==> config.mk <==
export PLATFORM = sky130hd
export DESIGN_NAME = slt_arbiter
export DESIGN_NICKNAME = d
export VERILOG_FILES = /design/src/rtl/slt_arbiter_pkg.sv /design/src/rtl/slt_arbiter_slt32.sv /design/src/rtl/slt_arbiter.sv
export SDC_FILE = /design/constraint.sdc
export NUM_CORES = 1
export LEC_CHECK = 0
export BUFFER_PORTS_ARGS = -buffer_cell sky130_fd_sc_hd__buf_2
export CAP_MARGIN = 20
export CORE_ASPECT_RATIO = 0.5
export CORE_MARGIN = 1.5
export CORE_UTILIZATION = 56
export CTS_CLUSTER_DIAMETER = 150
export DETAILED_ROUTE_END_ITERATION = 8
export PLACE_DENSITY_LB_ADDON = 0.3
export SYNTH_ARGS = -nofsm -noshare
export SYNTH_HDL_FRONTEND = slang
export SYNTH_HIERARCHICAL = 1
export SYNTH_SLANG_ARGS = --single-unit
export TNS_END_PERCENT = 100
==> constraint.sdc <==
create_clock -name clock -period 4.12 [get_ports clock]
set_clock_uncertainty 0.05 [all_clocks]
set_input_delay 0 -clock clock [delete_from_list [all_inputs] [get_ports clock]]
set_output_delay 0 -clock clock [all_outputs]
set_load 0.1 [all_outputs]
==> src/rtl/slt_arbiter_pkg.sv <==
// Shared definitions for the two-port set-less-than arbiter: FSM encoding,
// result constants and the MSB flip used to turn unsigned compares into signed ones.
package slt_arbiter_pkg;

  typedef enum logic {
    ST_IDLE = 1'b0,
    ST_CMP  = 1'b1
  } state_t;

  localparam logic [31:0] SLT_TRUE  = 32'h00000001;
  localparam logic [31:0] SLT_FALSE = 32'h00000000;
  localparam int unsigned MSB_FLIP  = 31;

  // Inverting the sign bit maps unsigned ordering onto signed ordering.
  function automatic logic [31:0] msb_flip(input logic [31:0] x, input logic uns);
    msb_flip = x;
    msb_flip[MSB_FLIP] = x[MSB_FLIP] ^ uns;
  endfunction

endpackage

==> src/rtl/slt_arbiter_slt32.sv <==
// Combinational 32-bit signed set-less-than: lt = 1 when a < b (two's complement).
module slt_32bit
  import slt_arbiter_pkg::*;
(
  input  logic [31:0] a,
  input  logic [31:0] b,
  output logic [31:0] lt
);

  assign lt = ($signed(a) < $signed(b)) ? SLT_TRUE : SLT_FALSE;

endmodule

==> src/rtl/slt_arbiter.sv <==
// Round-robin arbiter sharing one slt_32bit between two req/done requesters.
// Handshake: a requester holds req until it sees its one-cycle done pulse;
// req seen during its own done cycle is masked so it is never served twice.
module slt_arbiter
  import slt_arbiter_pkg::*;
#(
  parameter logic INIT_PRIO = 1'b0
) (
  input  logic        clock,
  input  logic        reset,
  input  logic        req0,
  input  logic [31:0] a0,
  input  logic [31:0] b0,
  input  logic        uns0,
  input  logic        req1,
  input  logic [31:0] a1,
  input  logic [31:0] b1,
  input  logic        uns1,
  output logic        done0,
  output logic        done1,
  output logic [31:0] result,
  output logic        busy
);

  state_t      state;
  state_t      state_next;
  logic        eff_req0;
  logic        eff_req1;
  logic        grant;
  logic        grant_id;
  logic        prio;
  logic        id;
  logic [31:0] op_a;
  logic [31:0] op_b;
  logic [31:0] slt_out;

  assign eff_req0 = req0 & ~done0;
  assign eff_req1 = req1 & ~done1;
  assign grant    = eff_req0 | eff_req1;
  // On contention the pointer decides; otherwise whoever asks wins.
  assign grant_id = (eff_req0 & eff_req1) ? prio : eff_req1;

  always_ff @(posedge clock) begin
    if (reset) state <= ST_IDLE;
    else       state <= state_next;
  end

  always_comb begin
    state_next = state;
    case (state)
      ST_IDLE: if (grant) state_next = ST_CMP;
      ST_CMP:  state_next = ST_IDLE;
      default: state_next = ST_IDLE;
    endcase
  end

  always_comb begin
    busy = (state == ST_CMP);
  end

  always_ff @(posedge clock) begin
    if (reset) begin
      done0  <= 1'b0;
      done1  <= 1'b0;
      result <= SLT_FALSE;
      prio   <= INIT_PRIO;
      id     <= 1'b0;
      op_a   <= 32'h0;
      op_b   <= 32'h0;
    end else begin
      done0 <= 1'b0;
      done1 <= 1'b0;
      if (state == ST_IDLE && grant) begin
        id   <= grant_id;
        op_a <= grant_id ? msb_flip(a1, uns1) : msb_flip(a0, uns0);
        op_b <= grant_id ? msb_flip(b1, uns1) : msb_flip(b0, uns0);
      end
      if (state == ST_CMP) begin
        result <= slt_out;
        done0  <= ~id;
        done1  <= id;
        prio   <= ~id;
      end
    end
  end

  slt_32bit u_slt (
    .a  (op_a),
    .b  (op_b),
    .lt (slt_out)
  );

endmodule

### Word-level counts from Yosys, hierarchy flattened

Index checks and enable logic that the tools add are counted.

* add/subtract/negate cells: 0
* multipliers: 0
* div/mod/pow operators: 0
* order comparisons: 1
* eq/ne operators: 0
* shifts and indexed selects: 0
* mux-type cells: 6
* bitwise operators: 12
* reduce and logical (&&, ||, !) cells: 2

Operators by type and width (count)
* 32-bit 2-to-1 mux: 2
* 32-bit < comparator: 1
* 1-bit inverter: 4
* 1-bit bitwise XOR: 4
* 1-bit bitwise AND: 3
* 1-bit 2-to-1 mux: 3
* 1-bit one-hot mux with 2 select lines: 1
* 2-bit OR reduction: 1
* 1-bit logical AND: 1
* 1-bit OR: 1

* register bits: 101
* latch bits: 0
* RAM bits: 0
* bits in read-only memories: 0
* bits of input ports: 134
* output and inout port bits: 35
* logic and storage cells: 29
* memories kept: 0

### Logic depth before layout (Yosys ltp)

* depth after elaboration: 5
* depth in mapped cells: 10

### Cells and area by module

The synthesis kept the hierarchy.

Modules (own cells, without submodules)
* slt_arbiter: times used 1, cells each 485, area an instance 4098.9 sq um, sequential area each 2021.9 sq um
* slt_32bit: times used 1, cells each 140, area an instance 1026.0 sq um, sequential area each 0.0 sq um

### Least setup slack after synthesis

OpenSTA, ideal clock, no wires.

* path type: reg-to-reg
* from: register done1
* to: register op_a[23]
* data arrival time: 1.906 ns
* required time: 3.979 ns
* path slack: 2.073 ns
* cell stages (with the launch flop): 7
* period minus slack after synthesis: 2.047 ns
* cells stage by stage: dfxtp_1 > nand2b_4 > or2_1 > buf_4 > buf_2 > nand2_1 > a311oi_1

* word-level cells in the longest chain between the ends: 5
* elaborated cells between the ends (all ways): 7

RTL lines
* start, declared: line slt_arbiter.sv:20 `output logic done1,`
* start signal, assigned: line slt_arbiter.sv:81 `done1 <= id;`
* 1-bit inverter *: line slt_arbiter.sv:38 `assign eff_req1 = req1 & ~done1;`
* 1-bit bitwise AND *: line slt_arbiter.sv:38
* 1-bit bitwise AND: line slt_arbiter.sv:41 `assign grant_id = (eff_req0 & eff_req1) ? prio : eff_req1;`
* 1-bit 2-to-1 mux: line slt_arbiter.sv:41
* 32-bit 2-to-1 mux: line slt_arbiter.sv:75 `op_a <= grant_id ? msb_flip(a1, uns1) : msb_flip(a0, uns0);`
* end signal, assigned: line slt_arbiter.sv:75
* end, declared: line slt_arbiter.sv:33 `logic [31:0] op_a;`

Every way passes the cells marked *; elsewhere a longest branch is shown, timed or not.
A chain may end at the register's enable or synchronous reset.

### Worst setup path in the final report

* from: register done1
* to: register op_a[4]

Same word-level chain as after synthesis.

==> reports/qor.txt <==
Final nets -> 1,060
diode count -> 0
Std-Cell Rows -> 24
IO Port Bufs -> 168
clock buffer count from CTS -> 9
RSZ-0062 raised after global routing -> false
synthesized area -> 0.00512 sq mm
post-CTS setup buffers -> 0
Worst Hold Class -> primary input to flip-flop
drc violations -> 0
run status -> complete, no violations
Die Area -> 0.00977 sq mm
FF/Latch Area -> 0.00202 sq mm
max-cap violations -> 0
post-route cell area -> 0.00744 sq mm
part of the Yosys area used for sequential elements -> 39.5%
M3 GR Usage -> 9.07%
Routed WL per cell -> 16.7 um
via count of the first global-routing pass -> 5,596
Critical Path RT -> 4360 ps
GRT busiest layer -> met2
initial antenna violation count -> 0
DRT Pass-1 Iters -> 6
reg-to-reg startpoint -> done1
ys async rst share -> 0%
post-synthesis cell type count -> 36
CTS tree -> done
Global Route met1 Usage -> 38.0%
hold_sp -> req1
Starting Density -> 58.2%
pwr dens -> 382 mW/mm^2
FF-to-FF setup slack -> 1300 ps
Slowest-stage cell, CP -> dlygate4sd3_1
met2 usage in global routing -> 59.0%
Tcrit/Tclk final -> 68.5%
maximum fanout along the worst path -> 40
Max clock buf depth -> 2
largest net degree at the start of global routing -> 102
Non-Filler Instances -> 1,017
critical path's top delay family -> buffers and inverters
EDFF count, synth -> 0
VDD IR max -> 0.312 mV
Arr. time, crit path -> 3070 ps
Worst Hold Path Cells -> 5
Rel. slew slack -> 29.5%
yosys warns -> 6
Resized cells post-CTS -> 0
vias -> 5,690
Final ANT Viol Nets -> 0
Avg Cell Area, Syn -> 8.20 sq um
Final Critical Period -> 2820 ps
Cells after DPL -> 871
setup TNS -> 0 ps
Placer Congestion -> 0.751
CP startpoint kind -> flip-flop
Worst Max-Slew Pin Slew -> 1060 ps
setup violators final -> 0
Fill cells -> 456
num ports -> 169
final WL -> 17,000 um
cells after synthesis -> 625
Layout area overhead -> 45.1%
CP Buf/Inv Count -> 2
leak pwr -> 3.59 nW
total chip power -> 2.84 mW
fmax -> 0.354 GHz
vias per std cell -> 5.59
Pins Over Slew Limit -> 0
Final Hold Violating Endpoints -> 0
clock tree sinks -> 101
flops & latches, synth -> 101
multi-input logic area -> 0.00267 sq mm
Hold EP -> id
die height -> 70.6 um
dpl cell area -> 0.00586 sq mm
first-pass GRT wire length -> 26,600 um
gr usage total -> 34.1%
core region area -> 0.00880 sq mm
CP Capture Type -> flip-flop
worst path cell trace -> nand2b_4 -> nor2_4 -> buf_4 -> nand2_1 -> a311oi_1 -> dlygate4sd3_1
Root Driver -> clkbuf_16
share of cells above drive strength 1 -> 22.0%
Clk pin slew, worst setup/hold paths -> 70 ps
Clock Latency Late Sink -> 350 ps
1st-iter DRT viols -> 648
Reg2Reg Depth -> 6
# hold bufs at CTS -> 130
critical path class -> flip-flop to flip-flop
GRT overflow -> 0
largest incremental delay on the critical path -> 610 ps
ys flop type -> dfxtp_1
die width -> 138 um
DP HPWL -> 7990 um
H-tree depth -> 3
end of the worst register-to-register path -> op_a[4]
cells in the mapped netlist, types with 5 or more instances:
library cell  number  area share, %
buf_4             34            5.0
nand2b_1           5           0.61
inv_1             33            2.4
buf_2             26            2.5
nand3_1            6           0.59
nand2_1          129            9.4
ha_1              31            7.6
a311oi_1          62             11
clkbuf_1          12           0.88
dfxtp_1          101             39
a21oi_1           10           0.98
mux2i_1           34            6.6
nor2_1           102            7.5
nand4_1            5           0.61
placed cells by master, fill, tap and decap left out, drive strengths merged, types with 31 or more instances in the layout:
master       synthesis  layout
buf                 62     173
dlygate4sd3          0     130
ha                  31      31
conb                 1      31
inv                 33      33
nand2              129     129
dfxtp              101     101
a311oi              63      63
mux2i               34      34
nor2               103     103
cell type report:
cell class              instances  area share [%]
multi-input cells             447            35.9
repair buffers                303            29.5
flip-flops and latches        101            27.2
clock buffers                   9            3.03
well taps                     117            1.97
inverters                      33            1.67
clock inverters                 7           0.706
where the power goes:
| part | internal, mW | total [mW] | switching [mW] | leakage (nW) |
|---|---|---|---|---|
| clock | 0.411 | 0.810 | 0.399 | 0.124 |
| combinational | 0.369 | 0.900 | 0.531 | 2.63 |
| sequential | 1.07 | 1.13 | 0.0609 | 0.835 |
| total | 1.85 | 2.84 | 0.991 | 3.59 |
how the worst max path moves through the flow:
stage               slack, ps     start  cells past startpoint         to
finish                   1300     done1                      6    op_a[4]
detailed placement       1920  op_b[13]                     10  result[0]
global route             1210     done1                      6    op_a[4]
global placement         1980  op_b[13]                     10  result[0]
CTS                      1560     done1                      6    op_b[6]
floorplan                2070     done1                      6   op_a[23]
flip-flops by register name, summed over array words and instances, names as in the netlist:
signal and count:
busy 1, done0 1, done1 1, id 1
op_a 32, op_b 32, prio 1, result 32
metrics by stage:
step	setup slack (ps)	utilization, %	hold slack, ps
floorplan	2070	-	109
global placement	1980	66.4	214
detailed placement	1920	66.6	220
CTS	1560	84.5	92.6
global route	1210	84.5	125
finish	1300	84.5	95.1
cells by family after synthesis:
kind of cell	count (synthesis)	synth area share, %
AO/OA/AOI/OAI	90	14.3
XOR/XNOR	4	0.684
adder cells (fa/ha/maj)	31	7.57
buffers and inverters	107	11.0
flip-flops	101	39.5
multiplexers	34	6.64
other	1	0.0732
AND/OR/NAND/NOR	257	20.3
worst register-to-register path: cells and delay by family, from the launching register on:
kind,cells,cell delay (ps)
simple gates,3,890
buf+inv,2,1120
compound gates,1,390
flops,1,310
routing by layer:
metal  up-vias  wire (um)
met2       362       8010
met4         0        953
li1       2606          -
met1      2609       6470
met5         -          0
met3       113       1550
Note: power is estimated with default switching activity, not from simulation.
